`src/rtl/fp_to_fixed_iter.sv`:
```
// Multi-cycle float-to-signed-fixed converter; alignment shifts one bit per cycle under start/busy/done.
// Optional build macro FP2FX_ROUND_EN selects round-half-to-even; otherwise magnitudes truncate toward zero.
module fp_to_fixed_iter #(
  parameter int EXP_W = 5,
  parameter int MAN_W = 10,
  parameter int OUT_W = 32,
  parameter int SF_W  = 6
) (
  input  logic                 clk,
  input  logic                 rst_n,
  input  logic                 start,
  input  logic [EXP_W+MAN_W:0] float_in,
  input  logic [SF_W-1:0]      scaling_factor,
  output logic                 busy,
  output logic                 done,
  output logic [OUT_W-1:0]     fixed_out,
  output logic                 overflow,
  output logic                 inexact,
  output logic                 invalid
);
  localparam int BIAS = 2**(EXP_W-1) - 1;
  localparam int MW   = OUT_W + 1;
  localparam int NW   = $clog2(OUT_W + MAN_W + 4);
  localparam logic [OUT_W:0]   POS_LIM = {2'b00, {(OUT_W-1){1'b1}}};
  localparam logic [OUT_W:0]   NEG_LIM = {2'b01, {(OUT_W-1){1'b0}}};
  localparam logic [OUT_W-1:0] SAT_POS = {1'b0, {(OUT_W-1){1'b1}}};
  localparam logic [OUT_W-1:0] SAT_NEG = {1'b1, {(OUT_W-1){1'b0}}};

  typedef enum logic [1:0] {IDLE, SHIFT, ROUND} state_t;
  state_t r_state, w_stateNext;

  logic [NW-1:0]    r_n;
  logic [OUT_W:0]   r_mag;
  logic             r_g, r_r, r_s;
  logic             r_sign, r_left, r_nan, r_forceSat, r_forceZero, r_forceInexact;
  logic             r_busy, r_done, r_ovf, r_inx, r_inv;
  logic [OUT_W-1:0] r_fixed;

  logic [EXP_W-1:0] w_expField;
  logic [MAN_W-1:0] w_manField;
  logic             w_expZero, w_expOnes;
  logic [OUT_W:0]   w_mag;
  int               w_sfEff, w_k, w_nInt;
  logic             w_left, w_nan, w_forceSat, w_forceZero, w_forceInexact;

  logic             w_roundUp, w_inexactRaw;
  logic [OUT_W:0]   w_magRnd;
  logic [OUT_W-1:0] w_fixedNext;
  logic             w_ovfNext, w_inxNext, w_invNext;

  assign w_expField = float_in[MAN_W +: EXP_W];
  assign w_manField = float_in[MAN_W-1:0];
  assign w_expZero  = (w_expField == '0);
  assign w_expOnes  = (w_expField == '1);
  assign w_mag      = {{(OUT_W-MAN_W){1'b0}}, ~w_expZero, w_manField};

  // Classify the incoming operand and work out shift direction/count; out-of-range shifts collapse to n=0.
  always_comb begin
    w_sfEff        = (int'(scaling_factor) > OUT_W-1) ? OUT_W-1 : int'(scaling_factor);
    w_k            = (w_expZero ? 1 : int'(w_expField)) - BIAS + w_sfEff - MAN_W;
    w_nInt         = 0;
    w_left         = 1'b0;
    w_nan          = 1'b0;
    w_forceSat     = 1'b0;
    w_forceZero    = 1'b0;
    w_forceInexact = 1'b0;
    if (w_expOnes) begin
      w_nan      = (w_manField != '0);
      w_forceSat = (w_manField == '0);
    end else if (w_expZero && (w_manField == '0)) begin
      w_forceZero = 1'b1;
    end else if (w_k > OUT_W-MAN_W) begin
      w_forceSat = 1'b1;
    end else if (-w_k > MAN_W+2) begin
      w_forceZero    = 1'b1;
      w_forceInexact = |w_mag;
    end else if (w_k >= 0) begin
      w_left = 1'b1;
      w_nInt = w_k;
    end else begin
      w_nInt = -w_k;
    end
  end

  always_ff @(posedge clk) begin
    if (!rst_n) r_state <= IDLE;
    else        r_state <= w_stateNext;
  end

  always_comb begin
    w_stateNext = r_state;
    case (r_state)
      IDLE:    if (start) w_stateNext = SHIFT;
      SHIFT:   if (r_n == '0) w_stateNext = ROUND;
      ROUND:   w_stateNext = IDLE;
      default: w_stateNext = IDLE;
    endcase
  end

  // Final rounding, sign application and saturation of the aligned magnitude.
  always_comb begin
    w_inexactRaw = r_g | r_r | r_s;
`ifdef FP2FX_ROUND_EN
    w_roundUp    = r_g & (r_r | r_s | r_mag[0]);
`else
    w_roundUp    = 1'b0;
`endif
    w_magRnd     = r_mag + MW'(w_roundUp);
    w_fixedNext  = '0;
    w_ovfNext    = 1'b0;
    w_inxNext    = 1'b0;
    w_invNext    = 1'b0;
    if (r_nan) begin
      w_invNext = 1'b1;
    end else if (r_forceSat) begin
      w_fixedNext = r_sign ? SAT_NEG : SAT_POS;
      w_ovfNext   = 1'b1;
    end else if (r_forceZero) begin
      w_inxNext = r_forceInexact;
    end else if (!r_sign && (w_magRnd > POS_LIM)) begin
      w_fixedNext = SAT_POS;
      w_ovfNext   = 1'b1;
    end else if (r_sign && (w_magRnd > NEG_LIM)) begin
      w_fixedNext = SAT_NEG;
      w_ovfNext   = 1'b1;
    end else begin
      w_fixedNext = r_sign ? -w_magRnd[OUT_W-1:0] : w_magRnd[OUT_W-1:0];
      w_inxNext   = w_inexactRaw;
    end
  end

  // Right shifts push bits through guard then round, and everything below round folds into sticky.
  always_ff @(posedge clk) begin
    if (!rst_n) begin
      r_n            <= '0;
      r_mag          <= '0;
      r_g            <= 1'b0;
      r_r            <= 1'b0;
      r_s            <= 1'b0;
      r_sign         <= 1'b0;
      r_left         <= 1'b0;
      r_nan          <= 1'b0;
      r_forceSat     <= 1'b0;
      r_forceZero    <= 1'b0;
      r_forceInexact <= 1'b0;
      r_busy         <= 1'b0;
      r_done         <= 1'b0;
      r_fixed        <= '0;
      r_ovf          <= 1'b0;
      r_inx          <= 1'b0;
      r_inv          <= 1'b0;
    end else begin
      r_done <= 1'b0;
      case (r_state)
        IDLE: begin
          if (start) begin
            r_n            <= NW'(w_nInt);
            r_mag          <= w_mag;
            r_g            <= 1'b0;
            r_r            <= 1'b0;
            r_s            <= 1'b0;
            r_sign         <= float_in[EXP_W+MAN_W];
            r_left         <= w_left;
            r_nan          <= w_nan;
            r_forceSat     <= w_forceSat;
            r_forceZero    <= w_forceZero;
            r_forceInexact <= w_forceInexact;
            r_busy         <= 1'b1;
          end
        end
        SHIFT: begin
          if (r_n != '0) begin
            r_n <= r_n - NW'(1);
            if (r_left) begin
              r_mag <= r_mag << 1;
            end else begin
              {r_mag, r_g, r_r} <= {1'b0, r_mag, r_g};
              r_s               <= r_s | r_r;
            end
          end
        end
        ROUND: begin
          r_fixed <= w_fixedNext;
          r_ovf   <= w_ovfNext;
          r_inx   <= w_inxNext;
          r_inv   <= w_invNext;
          r_done  <= 1'b1;
          r_busy  <= 1'b0;
        end
        default: ;
      endcase
    end
  end

  assign busy      = r_busy;
  assign done      = r_done;
  assign fixed_out = r_fixed;
  assign overflow  = r_ovf;
  assign inexact   = r_inx;
  assign invalid   = r_inv;
endmodule

```
`config.mk`:
```
export PLATFORM = sky130hd
export DESIGN_NAME = fp_to_fixed_iter
export DESIGN_NICKNAME = d
export VERILOG_FILES = /design/src/rtl/fp_to_fixed_iter.sv
export SDC_FILE = /design/constraint.sdc
export NUM_CORES = 1
export LEC_CHECK = 0
export BUFFER_PORTS_ARGS = -buffer_cell sky130_fd_sc_hd__buf_2
export CAP_MARGIN = 40
export CELL_PAD_IN_SITES_DETAIL_PLACEMENT = 0
export CELL_PAD_IN_SITES_GLOBAL_PLACEMENT = 2
export CORE_ASPECT_RATIO = 1.5
export CORE_MARGIN = 2
export CORE_UTILIZATION = 35
export CTS_BUF_LIST = sky130_fd_sc_hd__clkbuf_8
export DETAILED_ROUTE_END_ITERATION = 10
export MAX_ROUTING_LAYER = met4
export PLACE_DENSITY = 0.81
export SLEW_MARGIN = 20
export SYNTH_ARGS = -nofsm -noshare
export SYNTH_HDL_FRONTEND = slang
export SYNTH_SLANG_ARGS = --single-unit
```
`constraint.sdc`:
```
create_clock -name clk -period 12 [get_ports clk]
set_input_delay 2.4 -clock clk [delete_from_list [all_inputs] [get_ports clk]]
set_output_delay 2.4 -clock clk [all_outputs]
set_load 0.005 [all_outputs]
```
==> results.cfg <==
[timing]
min_period_over_period_pct = 60.8
hold_ws_ps = 475
fmax_ghz = 0.137
setup_slack_ps = 4710
rsz0062_at_grt = false
finalHoldViolCount = 0
fin_worst_skew_ps = 12.7
layout_min_cycle_time_ps = 7290
finalSetupTns_ps = 0
setup_violations = 0
timing.final.max_slew_violations = 0
maxSlewHeadroom_pct = 46.5
worst_slew_pin_slew_ps = 801

[die]
floorplan.initialDensity_pct = 35.8
io_pins = 62
dieArea_um2 = 17000
rows = 56
die_h_um = 159
die_w_um = 107
core_um2 = 15600

[global_route]
grt_pass1_wl_um = 25000
grt_overflow = 0
grt_pass1_vias = 4952
antenna_found_initial = 0
grt_max_degree = 41
grt_usage_pct = 18.4

[worst_setup_path]
worstSetupPathType = in2reg
critPathMaxFanout = 9
cp.required_ps = 12260
end_kind = register
arrival_ps = 7550
critPathLaunchType = primary input
reg2reg_depth = 6

[synth]
async_reset_ff_share_pct = 0
synth_area_leaders = dfxtp_1, ha_1, xnor2_1, a221o_1, nand2_1
synth_edf_count = 0
avgSynthCellArea_um2 = 8.62
synth_area_leader_cell = dfxtp_1
syn_area_um2 = 5590
yosys_warnings = 0
synth_top_area_share_pct = 31.1
synth_cell_types = 67
ys_ff_latch = 87
synth-seq-area-share_pct = 31.1
synthCells = 649
synthFlopType = dfxtp_1

[placed_design]
dp_cells = 869
pre_cts_slack_ps = 4330
globalplace.congestion = 0.816
place_hpwl_um = 10700
portBuffers = 61

[cells_and_area]
fill_cells = 1594
nets = 734
regArea_um2 = 1740
final_cells = 888
final_util_pct = 39.9
multi_input_area_um2 = 3530
syn_to_final_growth_pct = 11.4
antennaDiodeCount = 0
final_common_cell = dfxtp_1
drive_gt1_share_pct = 18.7
final_cell_mix = dfxtp_1, nand2_1, buf_2, a21oi_1, xnor2_1

[hold_path]
min_path_cells = 1
hold_path_class = reg2reg

[outcome]
status = finished, final reports clean

[detailed_routing]
drtIter0Drc = 276
post_drt_wl_per_cell_um = 16.6
route.detailed.drc = 0
drt-pass1-iter-count = 5
vias = 5006
wl_um = 14700
avgViaCountPerCell = 5.64
ant_nets = 0

[power_and_ir_drop]
p_per_area_nw_per_um2 = 171
leakage_nw = 2.36
ir_drop_uv = 71.1

[clock_network]
h-tree-depth = 3
cts_made_buffers = 9
insertion_delay_ps = 360
cts-hold-fix-buffers = 0
ctsResizeCount = 0
clk_path_buf_depth = 2
cts_tree = done
clock_sinks = 87
post-cts-setup-buffer-count = 0
cts.root.buffer_cell = clkbuf_8
clk_pin_slew_ps = 90

[flow_run]
maxCapViolCount = 0
[through the flow]
stage / cell area [µm²] / total power, mW
2_1_floorplan: 5600 / 0.721
3_3_place_gp: 5960 / 0.821
3_5_place_dp: 5970 / 0.834
4_1_cts: 6200 / 1.07
5_1_grt: 6230 / 1.15
6_report: 6230 / 1.07
[cell families (layout without fill, tap and decap cells)]
| family | after synthesis | count (layout) | share of synthesized area, % |
|---|---|---|---|
| simple gates | 208 | 208 | 19.1 |
| compound gates | 174 | 174 | 24.0 |
| flops | 87 | 87 | 31.1 |
| buf+inv | 74 | 108 | 5.91 |
| xor+xnor | 44 | 44 | 6.89 |
| mux | 32 | 32 | 6.17 |
| fa+ha+maj | 29 | 29 | 6.76 |
| other cells | 1 | 3 | 0.0670 |
[layer usage]
layer / track usage (%) / routed length (µm) / vias up
met2: 32.7 / 7820 / 127
met4: 7.02 / 369 / 0
met5: - / 0 / -
met3: 2.18 / 478 / 24
li1: - / - / 2453
met1: 20.9 / 6060 / 2402
[synth_stat cells (all sizes together), types with 2 or more instances]
cell type   n
dfxtp      87
nand2      72
a21oi      48
clkbuf     38
xnor2      37
a221o      31
ha         27
nor2       27
nand3      24
o21ai      24
inv        20
mux2       20
or3        17
buf        16
o211ai     15
o31ai      14
mux2i      12
nor3       10
o41ai      10
or4        10
nand4       9
nand2b      8
xor2        7
a211oi      6
nor4        6
or2         5
nand3b      4
nor2b       4
a32o        3
a22o        2
a22oi       2
a31oi       2
and2        2
and3        2
and4b       2
fa          2
nor3b       2
nor4b       2
o311ai      2
o32ai       2
[worst paths after layout]
path                              start                        end  slack (ps)
setup / recovery           float_in[10]        r_n[1]$_SDFFE_PN0P_        4710
hold / removal     inexact$_SDFFE_PN0P_       inexact$_SDFFE_PN0P_         470
setup reg to reg  r_mag[6]$_SDFFE_PN0P_  fixed_out[8]$_SDFFE_PN0P_        8550
hold reg to reg    inexact$_SDFFE_PN0P_       inexact$_SDFFE_PN0P_         470
[sequential cells by signal (all words and copies together), names as in the netlist, 2 cells and up]
register   flops
r_n            6
r_mag         33
fixed_out     32
r_state        2
[final cells by class]
| type | instances | area share [%] |
|---|---|---|
| flip-flops and latches | 87 | 28.0 |
| multi-input cells | 490 | 56.7 |
| inverters | 20 | 1.21 |
| clock inverters | 6 | 1.37 |
| repair buffers | 72 | 6.47 |
| well taps | 203 | 4.08 |
| clock buffers | 10 | 2.21 |
[power by group]
group	internal, mW	switching [mW]
combinational	0.178	0.276
clock	0.122	0.108
sequential	0.324	0.0573
[critical path: stages]
cell	delay, ps
buf_2	120
or4_1	540
nor2_1	190
or3_1	130
nand2_1	50
ha_1	270
inv_1	40
ha_1	210
fa_1	420
a21o_1	200
mux2i_1	120
nor3_1	300
and2_1	200
nand2_1	140
or3_1	420
ha_1	290
nor4b_1	240
nand4_1	170
nor3_1	170
o311ai_0	160
o31a_1	400
o41ai_1	380
Note: power is estimated with default switching activity, not from simulation.
